===== src/rtl/arb_pkg.sv =====
// Shared types and constants for the burst arbiter: FSM state encoding and
// the width of the grantee index.
package arb_pkg;

  localparam int unsigned GidW = 3;

  typedef enum logic {
    StArb,
    StGrant
  } arb_state_e;

endpackage


===== src/rtl/burst_arbiter_if.sv =====
// Handshake bundle between the requesters, the arbiter and the output FIFO.
// The arbiter uses the master view and the surrounding logic uses the slave view.
interface burst_arbiter_if
  import arb_pkg::*;
#(
  parameter int unsigned N_REQ = 2,
  parameter int unsigned DW    = 32
);

  logic [N_REQ*DW-1:0] receive_data;
  logic [N_REQ-1:0]    receive_request;
  logic [N_REQ-1:0]    receive_valid;
  logic [DW-1:0]       send_data0;
  logic                send_request0;
  logic                send_valid0;
  logic [GidW-1:0]     grant_id;
  logic                grant_active;

  modport master (
    input  receive_data,
    input  receive_request,
    input  send_valid0,
    output receive_valid,
    output send_data0,
    output send_request0,
    output grant_id,
    output grant_active
  );

  modport slave (
    output receive_data,
    output receive_request,
    output send_valid0,
    input  receive_valid,
    input  send_data0,
    input  send_request0,
    input  grant_id,
    input  grant_active
  );

endinterface


===== src/rtl/rr_pick.sv =====
// Round-robin pick: first requesting index strictly after last_i, wrapping to 0.
// Purely combinational.
module rr_pick
  import arb_pkg::*;
#(
  parameter int unsigned N_REQ = 2
) (
  input  logic [N_REQ-1:0] req_i,
  input  logic [GidW-1:0]  last_i,
  output logic [GidW-1:0]  next_o,
  output logic             found_o
);

  // The first pass covers indices above last_i and the second pass wraps to the rest.
  always_comb begin
    next_o  = '0;
    found_o = 1'b0;
    for (int i = 0; i < int'(N_REQ); i++) begin
      if (!found_o && req_i[i] && (i > int'(last_i))) begin
        found_o = 1'b1;
        next_o  = GidW'(i);
      end
    end
    for (int i = 0; i < int'(N_REQ); i++) begin
      if (!found_o && req_i[i]) begin
        found_o = 1'b1;
        next_o  = GidW'(i);
      end
    end
  end

endmodule


===== src/rtl/burst_arbiter.sv =====
// Round-robin burst arbiter: it grants one requester for up to MAX_BURST words and
// moves those words through a single output register to a FIFO-style sink.
module burst_arbiter
  import arb_pkg::*;
#(
  parameter int unsigned N_REQ     = 2,
  parameter int unsigned DW        = 32,
  parameter int unsigned MAX_BURST = 16
) (
  input  logic            clk,
  input  logic            reset,
  burst_arbiter_if.master arb_io
);

  localparam logic [7:0] LastBeat = 8'(MAX_BURST - 1);

  arb_state_e      state_q;
  logic [GidW-1:0] last_grant_q;
  logic [GidW-1:0] grant_id_q;
  logic [7:0]      burst_cnt_q;
  logic            grant_active_q;
  logic            send_request0_q;
  logic [DW-1:0]   send_data0_q;

  logic [GidW-1:0]  pick;
  logic             pick_found;
  logic             transfer;
  logic             slot_free;
  logic             grantee_req;
  logic [DW-1:0]    grantee_data;
  logic             accept;
  logic             burst_end;
  logic [N_REQ-1:0] receive_valid;

  rr_pick #(
    .N_REQ(N_REQ)
  ) u_rr_pick (
    .req_i  (arb_io.receive_request),
    .last_i (last_grant_q),
    .next_o (pick),
    .found_o(pick_found)
  );

  always_comb begin
    grantee_req  = 1'b0;
    grantee_data = '0;
    for (int i = 0; i < int'(N_REQ); i++) begin
      if (grant_id_q == GidW'(i)) begin
        grantee_req  = arb_io.receive_request[i];
        grantee_data = arb_io.receive_data[i*DW +: DW];
      end
    end
  end

  // The output register can take a word when it is empty or is draining this cycle.
  assign transfer  = send_request0_q && arb_io.send_valid0;
  assign slot_free = !send_request0_q || transfer;
  assign accept    = (state_q == StGrant) && grantee_req && slot_free;
  assign burst_end = (accept && (burst_cnt_q == LastBeat)) || !grantee_req;

  always_comb begin
    receive_valid = '1;
    for (int i = 0; i < int'(N_REQ); i++) begin
      if ((state_q == StGrant) && (grant_id_q == GidW'(i)) && slot_free) begin
        receive_valid[i] = 1'b0;
      end
    end
  end

  always_ff @(posedge clk or posedge reset) begin
    if (reset) begin
      state_q        <= StArb;
      last_grant_q   <= GidW'(N_REQ - 1);
      grant_id_q     <= '0;
      burst_cnt_q    <= '0;
      grant_active_q <= 1'b0;
    end else begin
      unique case (state_q)
        StArb: begin
          if (pick_found) begin
            state_q        <= StGrant;
            grant_active_q <= 1'b1;
            grant_id_q     <= pick;
            burst_cnt_q    <= '0;
          end
        end
        StGrant: begin
          if (accept) begin
            burst_cnt_q <= burst_cnt_q + 8'd1;
          end
          if (burst_end) begin
            state_q        <= StArb;
            grant_active_q <= 1'b0;
            last_grant_q   <= grant_id_q;
          end
        end
      endcase
    end
  end

  // The output register drains independently of the grant state.
  always_ff @(posedge clk or posedge reset) begin
    if (reset) begin
      send_request0_q <= 1'b0;
      send_data0_q    <= '0;
    end else if (accept) begin
      send_request0_q <= 1'b1;
      send_data0_q    <= grantee_data;
    end else if (transfer) begin
      send_request0_q <= 1'b0;
    end
  end

  assign arb_io.receive_valid = receive_valid;
  assign arb_io.send_data0    = send_data0_q;
  assign arb_io.send_request0 = send_request0_q;
  assign arb_io.grant_id      = grant_id_q;
  assign arb_io.grant_active  = grant_active_q;

endmodule


===== src/flat_wrapper.sv =====
// flat-port wrapper written by rule: the top's interface ports become plain ports
module burst_arbiter_flat import arb_pkg::*;
#(
  parameter int unsigned N_REQ     = 2,
  parameter int unsigned DW        = 32,
  parameter int unsigned MAX_BURST = 16
)
  (clk, reset, arb_io_receive_data, arb_io_receive_request, arb_io_send_valid0, arb_io_receive_valid, arb_io_send_data0, arb_io_send_request0, arb_io_grant_id, arb_io_grant_active);
  burst_arbiter_if #(.N_REQ(N_REQ), .DW(DW)) arb_io_i ();
  input  logic clk;
  input  logic reset;
  input wire logic [$bits(arb_io_i.receive_data)-1:0] arb_io_receive_data;
  input wire logic [$bits(arb_io_i.receive_request)-1:0] arb_io_receive_request;
  input wire logic [$bits(arb_io_i.send_valid0)-1:0] arb_io_send_valid0;
  output wire logic [$bits(arb_io_i.receive_valid)-1:0] arb_io_receive_valid;
  output wire logic [$bits(arb_io_i.send_data0)-1:0] arb_io_send_data0;
  output wire logic [$bits(arb_io_i.send_request0)-1:0] arb_io_send_request0;
  output wire logic [$bits(arb_io_i.grant_id)-1:0] arb_io_grant_id;
  output wire logic [$bits(arb_io_i.grant_active)-1:0] arb_io_grant_active;
  assign arb_io_i.receive_data = arb_io_receive_data;
  assign arb_io_i.receive_request = arb_io_receive_request;
  assign arb_io_i.send_valid0 = arb_io_send_valid0;
  assign arb_io_receive_valid = arb_io_i.receive_valid;
  assign arb_io_send_data0 = arb_io_i.send_data0;
  assign arb_io_send_request0 = arb_io_i.send_request0;
  assign arb_io_grant_id = arb_io_i.grant_id;
  assign arb_io_grant_active = arb_io_i.grant_active;
  burst_arbiter #(.N_REQ(N_REQ), .DW(DW), .MAX_BURST(MAX_BURST)) u_core (.clk(clk), .reset(reset), .arb_io(arb_io_i));
endmodule

===== config.mk =====
export PLATFORM = sky130hd
export DESIGN_NAME = burst_arbiter_flat
export DESIGN_NICKNAME = d
export VERILOG_FILES = /design/src/rtl/arb_pkg.sv /design/src/rtl/burst_arbiter_if.sv /design/src/rtl/rr_pick.sv /design/src/rtl/burst_arbiter.sv /design/src/flat_wrapper.sv
export SDC_FILE = /design/constraint.sdc
export NUM_CORES = 1
export LEC_CHECK = 0
export CELL_PAD_IN_SITES_DETAIL_PLACEMENT = 0
export CELL_PAD_IN_SITES_GLOBAL_PLACEMENT = 1
export CORE_MARGIN = 2
export CORE_UTILIZATION = 31
export DETAILED_ROUTE_END_ITERATION = 6
export PLACE_DENSITY = 0.92
export SYNTH_ARGS = -nofsm -noshare
export SYNTH_HDL_FRONTEND = slang
export SYNTH_SLANG_ARGS = --single-unit

===== constraint.sdc =====
create_clock -name clk -period 3.8 [get_ports clk]
set_input_delay 0.57 -clock clk [delete_from_list [all_inputs] [get_ports clk]]
set_output_delay 0.57 -clock clk [all_outputs]
set_load 0.02 [all_outputs]

[Yosys cells after proc, flatten, opt, wreduce, memory -nomap -nowiden]
Index checks and enable logic that the tools add are counted.
Widths: inputs -> output; s select.
Cells by class
  add/subtract/negate cells: 1
  muxes and demuxes: 23
  equal/unequal tests: 5
  magnitude comparators: 1
  reduce and logical (&&, ||, !) cells: 23
  bitwise gates (word level): 1
Operators with widths (number)
  $mux 32: 2
  $mux 8: 2
  $pmux 8 s2: 1
  $mux 1: 14
  $logic_and 1x1->1: 11
  $add 8x1->8 const B: 1
  $eq 8x4->1 const B: 1
  $reduce_and 2->1: 4
  $mux 3: 2
  $logic_not 1->1: 4
  $ne 2x2->1 const B: 2
  $pmux 1 s2: 2
  $eq 3x1->1 const B: 1
  $gt 1x3->1 const A: 1
  $logic_not 3->1: 1
  $logic_or 1x1->1: 2
  $ne 2x1->1 const B: 1
  $reduce_bool 2->1: 1
  $not 1->1: 1
Storage, ports and cells
  bits of input ports: 69
  logic and storage cells: 61
  bits in registers: 49
  output and inout bits: 39

[Longest topological paths before layout]
Gate-level depths: netlist (run 1).
  depth after elaboration: 11
  mapped depth: 6
  gate-level depth less buffers: 5

[Hierarchy]
From an unflattened synthesis (run 1), not the netlist that was laid out.
Second synthesis, totals
  cells, all modules: 222
  area total of the unflattened synthesis: 2409.8 um^2
By module, submodules not included
  burst_arbiter: cells each 216, seq. area each 1227.4 um^2, area each 2371.0 um^2, instances 1
  rr_pick: cells each 6, seq. area each 0.0 um^2, area each 38.8 um^2, instances 1

[Least setup slack after synthesis (run 1)]
OpenSTA, ideal clock, no wires.
  kind: register -> output
  start: reg u_core.grant_id_q[0], in the netlist u_core.arb_io.grant_id[0]
  end: out arb_io_receive_valid[1]
  buffers on the path: 2
  setup slack: 2.017 ns
  data arrival time: 1.213 ns
  cell stages (with the launch flop): 4
  path through: dfrtp_1 -> buf_2 -> clkbuf_1 -> nand3_1
Between the ends
  word-level cells in the longest chain between the ends: 4
Ends and longest elaborated chain
  start, declared: line burst_arbiter.sv:19  | logic [GidW-1:0] grant_id_q;
  start signal, assigned: line burst_arbiter.sv:83  | grant_id_q <= pick;
  $eq 3x1->1: line burst_arbiter.sv:64  | if ((state_q == StGrant) && (grant_id_q == GidW'(i)) && slot_free) begin
  $logic_and 1x1->1 (2 in series): line burst_arbiter.sv:64
  $mux 1: line burst_arbiter.sv:64
  end, declared: line flat_wrapper.sv:15  | output wire logic [$bits(arb_io_i.receive_valid)-1:0] arb_io_receive_valid;
Every way passes these cells.

[Worst setup path in the final report (run 1)]
  start: in arb_io_send_valid0
  end: out arb_io_receive_valid[1]
Between the ends
  word-level cells in the longest chain between the ends: 4
Ends and longest elaborated chain
  start, declared: line flat_wrapper.sv:14  | input wire logic [$bits(arb_io_i.send_valid0)-1:0] arb_io_send_valid0;
  $logic_and 1x1->1: line burst_arbiter.sv:56  | assign transfer = send_request0_q && arb_io.send_valid0;
  $logic_or 1x1->1: line burst_arbiter.sv:57  | assign slot_free = !send_request0_q || transfer;
  $logic_and 1x1->1: line burst_arbiter.sv:64
  $mux 1: line burst_arbiter.sv:64
Every way passes these cells.

==> out/metrics.csv, run 1 <==
stage,metric,value,unit
run_status,status,completed,
critical_path,CP endpoint kind,primary output,
power,Net Sw Power,940,uW
cells_and_area,final std cells w/o fill,415,
power,Flop pwr share,36.2,%
critical_path,Critical Path Start Type,input pin,
drt,Via Count,1903,
sta,Final WS setup,1250,ps
critical_path,worst-path maximum fanout,8,
critical_path,Worst path max stage delay,610,ps
drt,first drt pass iteration count,4,
drt,ANT nets after route,0,
die,Core ar.,6790,um^2
sta,Post-Route Setup TNS,0,ps
power,clock power share,11.8,%
cells_and_area,final core utilization,49.8,%
critical_path,crit-path most repeated cell,clkdlybuf4s50_1,
yosys,ys flop type,dfrtp_1,
critical_path,WP buf/inv,2,
die,die span in x,88.0,um
sta,"Setup violations, final",0,
power,Peak VDD IR,0.273,mV
cells_and_area,Synth-to-Final Area Change,54.7,%
yosys,Mapped Avg Cell Area,10.0,um^2
drt,Avg WL per Cell,12.2,um
yosys,Post-synth EDFFs,0,
drt,residual DRC count,0,
sta,max-slew headroom at the worst pin,38.5,%
cts,Worst-path clk slew,70,ps
yosys,top-count cell post-synth,dfrtp_1,
yosys,top cell type's share of synthesized area,50.4,%
cts,maximum clock path buffer count,2,
sta,max-slew violations,0,
die,Die Y,88.0,um
cells_and_area,ratio of cells with drive above 1 in the final layout,4.39,%
yosys,Cells after Synth,218,
cells_and_area,n_diodes,0,
critical_path,"Arr. time, crit path",1980,ps
sta,measured slew at the worst slew-check pin,921,ps
run,max_cap viols,0,
power,Pint,1.42,mW
global_route,Total GRT Usage,13.6,%
die,initial core utilization,32.2,%
critical_path,CP max-delay cell,clkdlybuf4s50_1,
cells_and_area,final net count,388,
yosys,most common library cells after synthesis,"dfrtp_1 (44), nand2_1 (38), o21ai_0 (36)",
cells_and_area,layout filler cell count,671,
power,Logic pwr share,52.0,%
yosys,Area contributors post-synth,"dfrtp_1 (50%), mux2i_1 (15%), o21ai_0 (8.2%)",
place,PortBufs,105,
cts,CTS Root Cell,clkbuf_8,
cells_and_area,Multi-input gate area,960,um^2
cts,setup bufs post-CTS,0,
sta,f_max,0.393,GHz
sta,Final Hold Viols,0,
place,placed instance count,407,
place,DP HPWL,3780,um
drt,drt initial violations,55,
cts,clock tree sinks,45,
drt,routed vias/inst,4.59,
power,switch share,39.8,%
critical_path,"Cell Chain, Critical Path",clkdlybuf4s50_1 -> nand2b_1 -> nand3_1 -> clkdlybuf4s50_1,
critical_path,CP top delay family,buffers and inverters,
critical_path,FF-to-FF setup slack,1800,ps
global_route,antenna violations before repair,0,
sta,Final Cycle Share,67.0,%
cts,Num CTS Buffers,5,
drt,WL final,5060,um
die,I/O Pins,108,
yosys,"FF+latch count, synth",45,
critical_path,WS Path Type,in -> out,
sta,Period minus WS final,2550,ps
yosys,Post-synth ARST share,100,%
global_route,first-pass GRT wire length,8380,um
global_route,total gr overflow,0,
power,Leakage,1.47,nW
cells_and_area,register area,1130,um^2
critical_path,Critical Path RT,3230,ps
global_route,vias in the first global route,1885,
place,Placer Congestion,0.741,
sta,RSZ-0062 raised after global routing,false,
power,pwr dens,698,nW/um^2
die,row count,30,
yosys,largest area contributor in the netlist,dfrtp_1,
cts,H-tree Lvls,2,
sta,Fin Clk Skew,5.36,ps
global_route,largest net degree at the start of global routing,46,
yosys,sequential area share after synthesis,51.6,%
yosys,Synth Warn #,0,
die,die area,7740,um^2
yosys,post-synthesis cell type count,32,
place,pre-CTS WS,1250,ps
cts,CTS tree,yes,
cts,Worst-Skew Late Latency,290,ps
yosys,Synth Cell Area,2190,um^2
cts,post_cts resized,0,
worst_hold_path,Hold Path Class,reg -> reg,
cts,CTS Hold Bufs,0,
[worst reg2reg max path, delay by kind of cell (launching register included)]
kind | cells | cell delay, ps
buf+inv | 1 | 260
flops | 1 | 760
simple gates | 1 | 80
mux | 1 | 300
compound gates | 2 | 480
[layer usage]
metal  up-vias  GRT usage (%)  wire [um]
met5         -              0          0
met4         0           3.78         56
met3         5           4.62        478
met2        81           23.3       2400
met1       859           16.4       2120
li1        958              -          -
[cell usage in the layout (no fill, tap or decap), drive strengths merged, types with 2 or more instances in the layout]
master,netlist,final
a21oi,3,3
nand4,4,4
mux2i,33,33
nand3,8,8
o211ai,3,3
conb,1,2
inv,5,5
nor2,6,6
clkdlybuf4s50,0,105
xor2,2,2
o21ai,36,36
buf,13,3
nand2b,3,3
clkbuf,3,8
nand2,38,38
o31ai,3,3
dfrtp,44,44
[area by class of cell]
cell class                 count  area share [%]
inverter                       5           0.555
tap                           96            3.55
timing repair buffer         108            31.8
sequential                    45            33.4
multi-input combinational    153            28.4
clock buffer                   8            2.37
[cell families after synthesis]
family	after synthesis	synth area share, %
other	1	0.172
adders and majority gates	1	0.572
and+or+nand+nor	63	13.2
buffers and inverters	21	4.69
xor gates and xnor gates	2	0.802
AOI/OAI and AO/OA	51	13.2
muxes	34	15.8
DFF	45	51.6
[state kept, by name, indices dropped and copies added (netlist names)]
signal,cells
u_core.arb_io.grant_id,1
u_core.arb_io.grant_active,1
u_core.last_grant_q,1
u_core.arb_io.send_request0,1
u_core.burst_cnt_q,8
u_core.arb_io.send_data0,32
u_core.state_q,1
[power groups by stage]
stage          combinational, mW  clock [mW]  sequential [mW]
2_1_floorplan              0.542           0             1.02
3_3_place_gp                1.23           0            0.855
3_5_place_dp                1.25           0            0.865
4_1_cts                     1.25       0.293            0.858
5_1_grt                     1.35       0.316            0.887
6_report                    1.23       0.279            0.854
[final timing paths]
check | depth (start not counted) | start | endpoint
max reg2reg | 5 | u_core.arb_io.grant_id[0] | u_core.burst_cnt_q[7]
min | 2 | u_core.arb_io.send_data0[20] | u_core.arb_io.send_data0[20]
max in group asynchronous | 2 | reset | u_core.arb_io.grant_id[0]
max | 4 | arb_io_send_valid0 | arb_io_receive_valid[1]
min reg2reg | 2 | u_core.arb_io.send_data0[20] | u_core.arb_io.send_data0[20]
min in group asynchronous | 2 | reset | u_core.arb_io.send_data0[13]
[per-stage QoR]
step / hold slack, ps / instance area, um^2 / total power, mW
after global placement: 460 / 3300 / 2.08
after floorplan: 488 / 2190 / 1.56
after detailed placement: 470 / 3300 / 2.12
after global routing: 508 / 3380 / 2.56
after CTS: 488 / 3380 / 2.40
final: 480 / 3380 / 2.36
(Power assumes the default switching activity.)
==> inputs of run 2 (changes only) <==
--- a/config.mk
+++ b/config.mk
@@ -8,9 +8,9 @@
 export CELL_PAD_IN_SITES_DETAIL_PLACEMENT = 0
 export CELL_PAD_IN_SITES_GLOBAL_PLACEMENT = 1
 export CORE_MARGIN = 2
-export CORE_UTILIZATION = 31
+export CORE_UTILIZATION = 29
 export DETAILED_ROUTE_END_ITERATION = 6
-export PLACE_DENSITY = 0.92
+export PLACE_DENSITY = 0.87
 export SYNTH_ARGS = -nofsm -noshare
 export SYNTH_HDL_FRONTEND = slang
 export SYNTH_SLANG_ARGS = --single-unit
==> constraint.sdc (replaced) <==
create_clock -name clk -period 2.4 [get_ports clk]
set_input_delay 0.36 -clock clk [delete_from_list [all_inputs] [get_ports clk]]
set_output_delay 0.36 -clock clk [all_outputs]
set_load 0.02 [all_outputs]
==> run 2 against run 1 <==
Against the previous run:
- die area increased by 6.6%
- sequential power rose by 57%
- clock power up 71%
- power is 61% higher
- largest cell class unchanged
- cell count up 1.4%
==> out/metrics.csv, run 2 (same netlist as run 1, synthesis figures left out) <==
stage,metric,value,unit,change
drt,routed vias/inst,4.56,,-0.60%
cts,CTS Hold Bufs,0,,unchanged
critical_path,FF-to-FF setup slack,620,ps,-1180 ps
sta,Final Hold Viols,0,,unchanged
cells_and_area,Synth-to-Final Area Change,57.5,%,
critical_path,Critical Path RT,2040,ps,-1190 ps
cells_and_area,ratio of cells with drive above 1 in the final layout,5.59,%,+1.2 points
drt,drt initial violations,33,,-40%
run_status,status,completed,,
die,Die Y,90.8,um,+3.2%
sta,Final Cycle Share,86.5,%,
global_route,first-pass GRT wire length,9060,um,+8.2%
critical_path,end point of the critical path,arb_io_receive_valid[0],,
critical_path,Critical Path Start Type,register,,
global_route,antenna violations before repair,0,,unchanged
sta,"Setup violations, final",0,,unchanged
place,Placer Congestion,0.804,,+8.5%
cts,Worst-Skew Late Latency,290,ps,about the same
run,max_cap viols,0,,unchanged
cells_and_area,most frequent cells in the layout,"clkdlybuf4s50_1 (105), dfrtp_1 (43), nand2_1 (38)",,
die,Core ar.,7290,um^2,+7.3%
drt,first drt pass iteration count,4,,unchanged
die,initial core utilization,30.0,%,-2.2 points
cts,setup bufs post-CTS,0,,unchanged
sta,RSZ-0062 raised after global routing,false,,
critical_path,R2R depth,4,,-1
cells_and_area,n_diodes,0,,unchanged
sta,Final WS setup,325,ps,-928 ps
power,Leakage,1.50,nW,+2.0%
die,row count,31,,+3.3%
global_route,largest net degree at the start of global routing,38,,-17%
drt,Avg WL per Cell,12.5,um,+2.2%
drt,WL final,5240,um,+3.7%
die,I/O Pins,108,,unchanged
power,Peak VDD IR,0.435,mV,+59%
sta,Post-Route Setup TNS,0,ps,unchanged
critical_path,WS Path Type,reg -> out,,
critical_path,reg2reg end,u_core.arb_io.send_data0[7],,
critical_path,"Arr. time, crit path",1720,ps,-260 ps
global_route,vias in the first global route,1921,,+1.9%
drt,residual DRC count,0,,unchanged
cells_and_area,max FFs per register,32,,unchanged
critical_path,RR Startpoint,u_core.arb_io.grant_id[0],,
global_route,total gr overflow,0,,unchanged
cts,Num CTS Buffers,5,,unchanged
power,pwr dens,1110,nW/um^2,+58%
critical_path,worst-path maximum fanout,17,,+9
sta,max-slew violations,0,,unchanged
cts,H-tree Lvls,2,,unchanged
cts,clock tree sinks,45,,unchanged
sta,Period minus WS final,2080,ps,
cts,maximum clock path buffer count,2,,unchanged
drt,ANT nets after route,0,,unchanged
critical_path,start point of the critical path,u_core.arb_io.grant_id[0],,
cells_and_area,final net count,391,,+0.77%
die,die area,8250,um^2,+6.6%
cells_and_area,"most common cell after layout, fill and taps aside",clkdlybuf4s50_1,,
place,PortBufs,105,,unchanged
sta,f_max,0.482,GHz,
global_route,Total GRT Usage,13.5,%,-0.19 points
place,DP HPWL,3990,um,+5.5%
cts,post_cts resized,0,,unchanged
cells_and_area,register area,1130,um^2,unchanged
cells_and_area,Multi-input gate area,960,um^2,unchanged
place,pre-CTS WS,371,ps,-878 ps
cts,CTS tree,yes,,
critical_path,CP endpoint kind,primary output,,
drt,Via Count,1919,,+0.84%
worst_hold_path,Hold Path Class,in -> async,,
sta,Fin Clk Skew,7.71,ps,+2.36 ps
die,die span in x,90.8,um,+3.2%
cts,CTS Root Cell,clkbuf_8,,
cells_and_area,layout filler cell count,719,,+7.2%
cts,Worst-path clk slew,80,ps,about the same
## run 2: changes by cell type in the layout (fill, tap and decap cells not counted)
cell	previous run	this run
buf_12	0	2
buf_4	3	4
clkbuf_1	3	2
clkbuf_8	5	6
## run 2: power by group
group          switching (mW)  internal, mW  total (mW)  leakage [nW]
Clock                   0.241         0.235       0.476        0.0455
Sequential              0.251          1.08        1.34         0.562
Combinational            1.00         0.988        1.99         0.894
## run 2: through the flow
stage	instances	instance area, um^2	utilization, %	hold slack [ps]	power, mW
after floorplan	219	2190	-	481	2.47
after global placement	413	3350	46.0	460	3.34
after detailed placement	413	3350	46.0	469	3.38
after CTS	421	3440	47.2	415	3.88
after global routing	421	3440	47.2	433	4.12
final	421	3440	47.2	404	3.80
## run 2: worst min path at each step
stage	depth (start not counted)	endpoint	slack [ps]
3_3_place_gp	2	u_core.arb_io.send_data0[15]	460
3_5_place_dp	2	u_core.arb_io.send_data0[14]	470
4_1_cts	2	u_core.arb_io.send_data0[25]	420
5_1_grt	2	u_core.arb_io.send_data0[9]	430
2_1_floorplan	1	u_core.last_grant_q[0]	480
6_report	2	u_core.arb_io.send_data0[0]	400
## run 2: layout make-up
class | count | share of cell area, %
repair buffers | 111 | 32.6
multi-input cells | 153 | 27.9
flip-flops and latches | 45 | 32.8
well taps | 99 | 3.60
clock buffers | 8 | 2.62
inverters | 5 | 0.545
## run 2: worst max-delay path, stage by stage, from the launching register on
cell	delay [ps]
dfrtp_2	650
nand3b_1	160
clkdlybuf4s50_1	600
## run 2: per-layer routing
layer,global-route usage [%],wire length (um)
met2,21.6,2430
met3,5.26,498
met5,0,0
met4,3.79,62
met1,16.9,2260
==> inputs of run 3 (changes only) <==
--- a/config.mk
+++ b/config.mk
@@ -11,6 +11,7 @@
 export CORE_UTILIZATION = 29
 export DETAILED_ROUTE_END_ITERATION = 6
 export PLACE_DENSITY = 0.87
+export SLEW_MARGIN = 25
 export SYNTH_ARGS = -nofsm -noshare
 export SYNTH_HDL_FRONTEND = slang
 export SYNTH_SLANG_ARGS = --single-unit
==> results of run 3 <==
Final layout, timing and power as in run 2 (identical DEF).
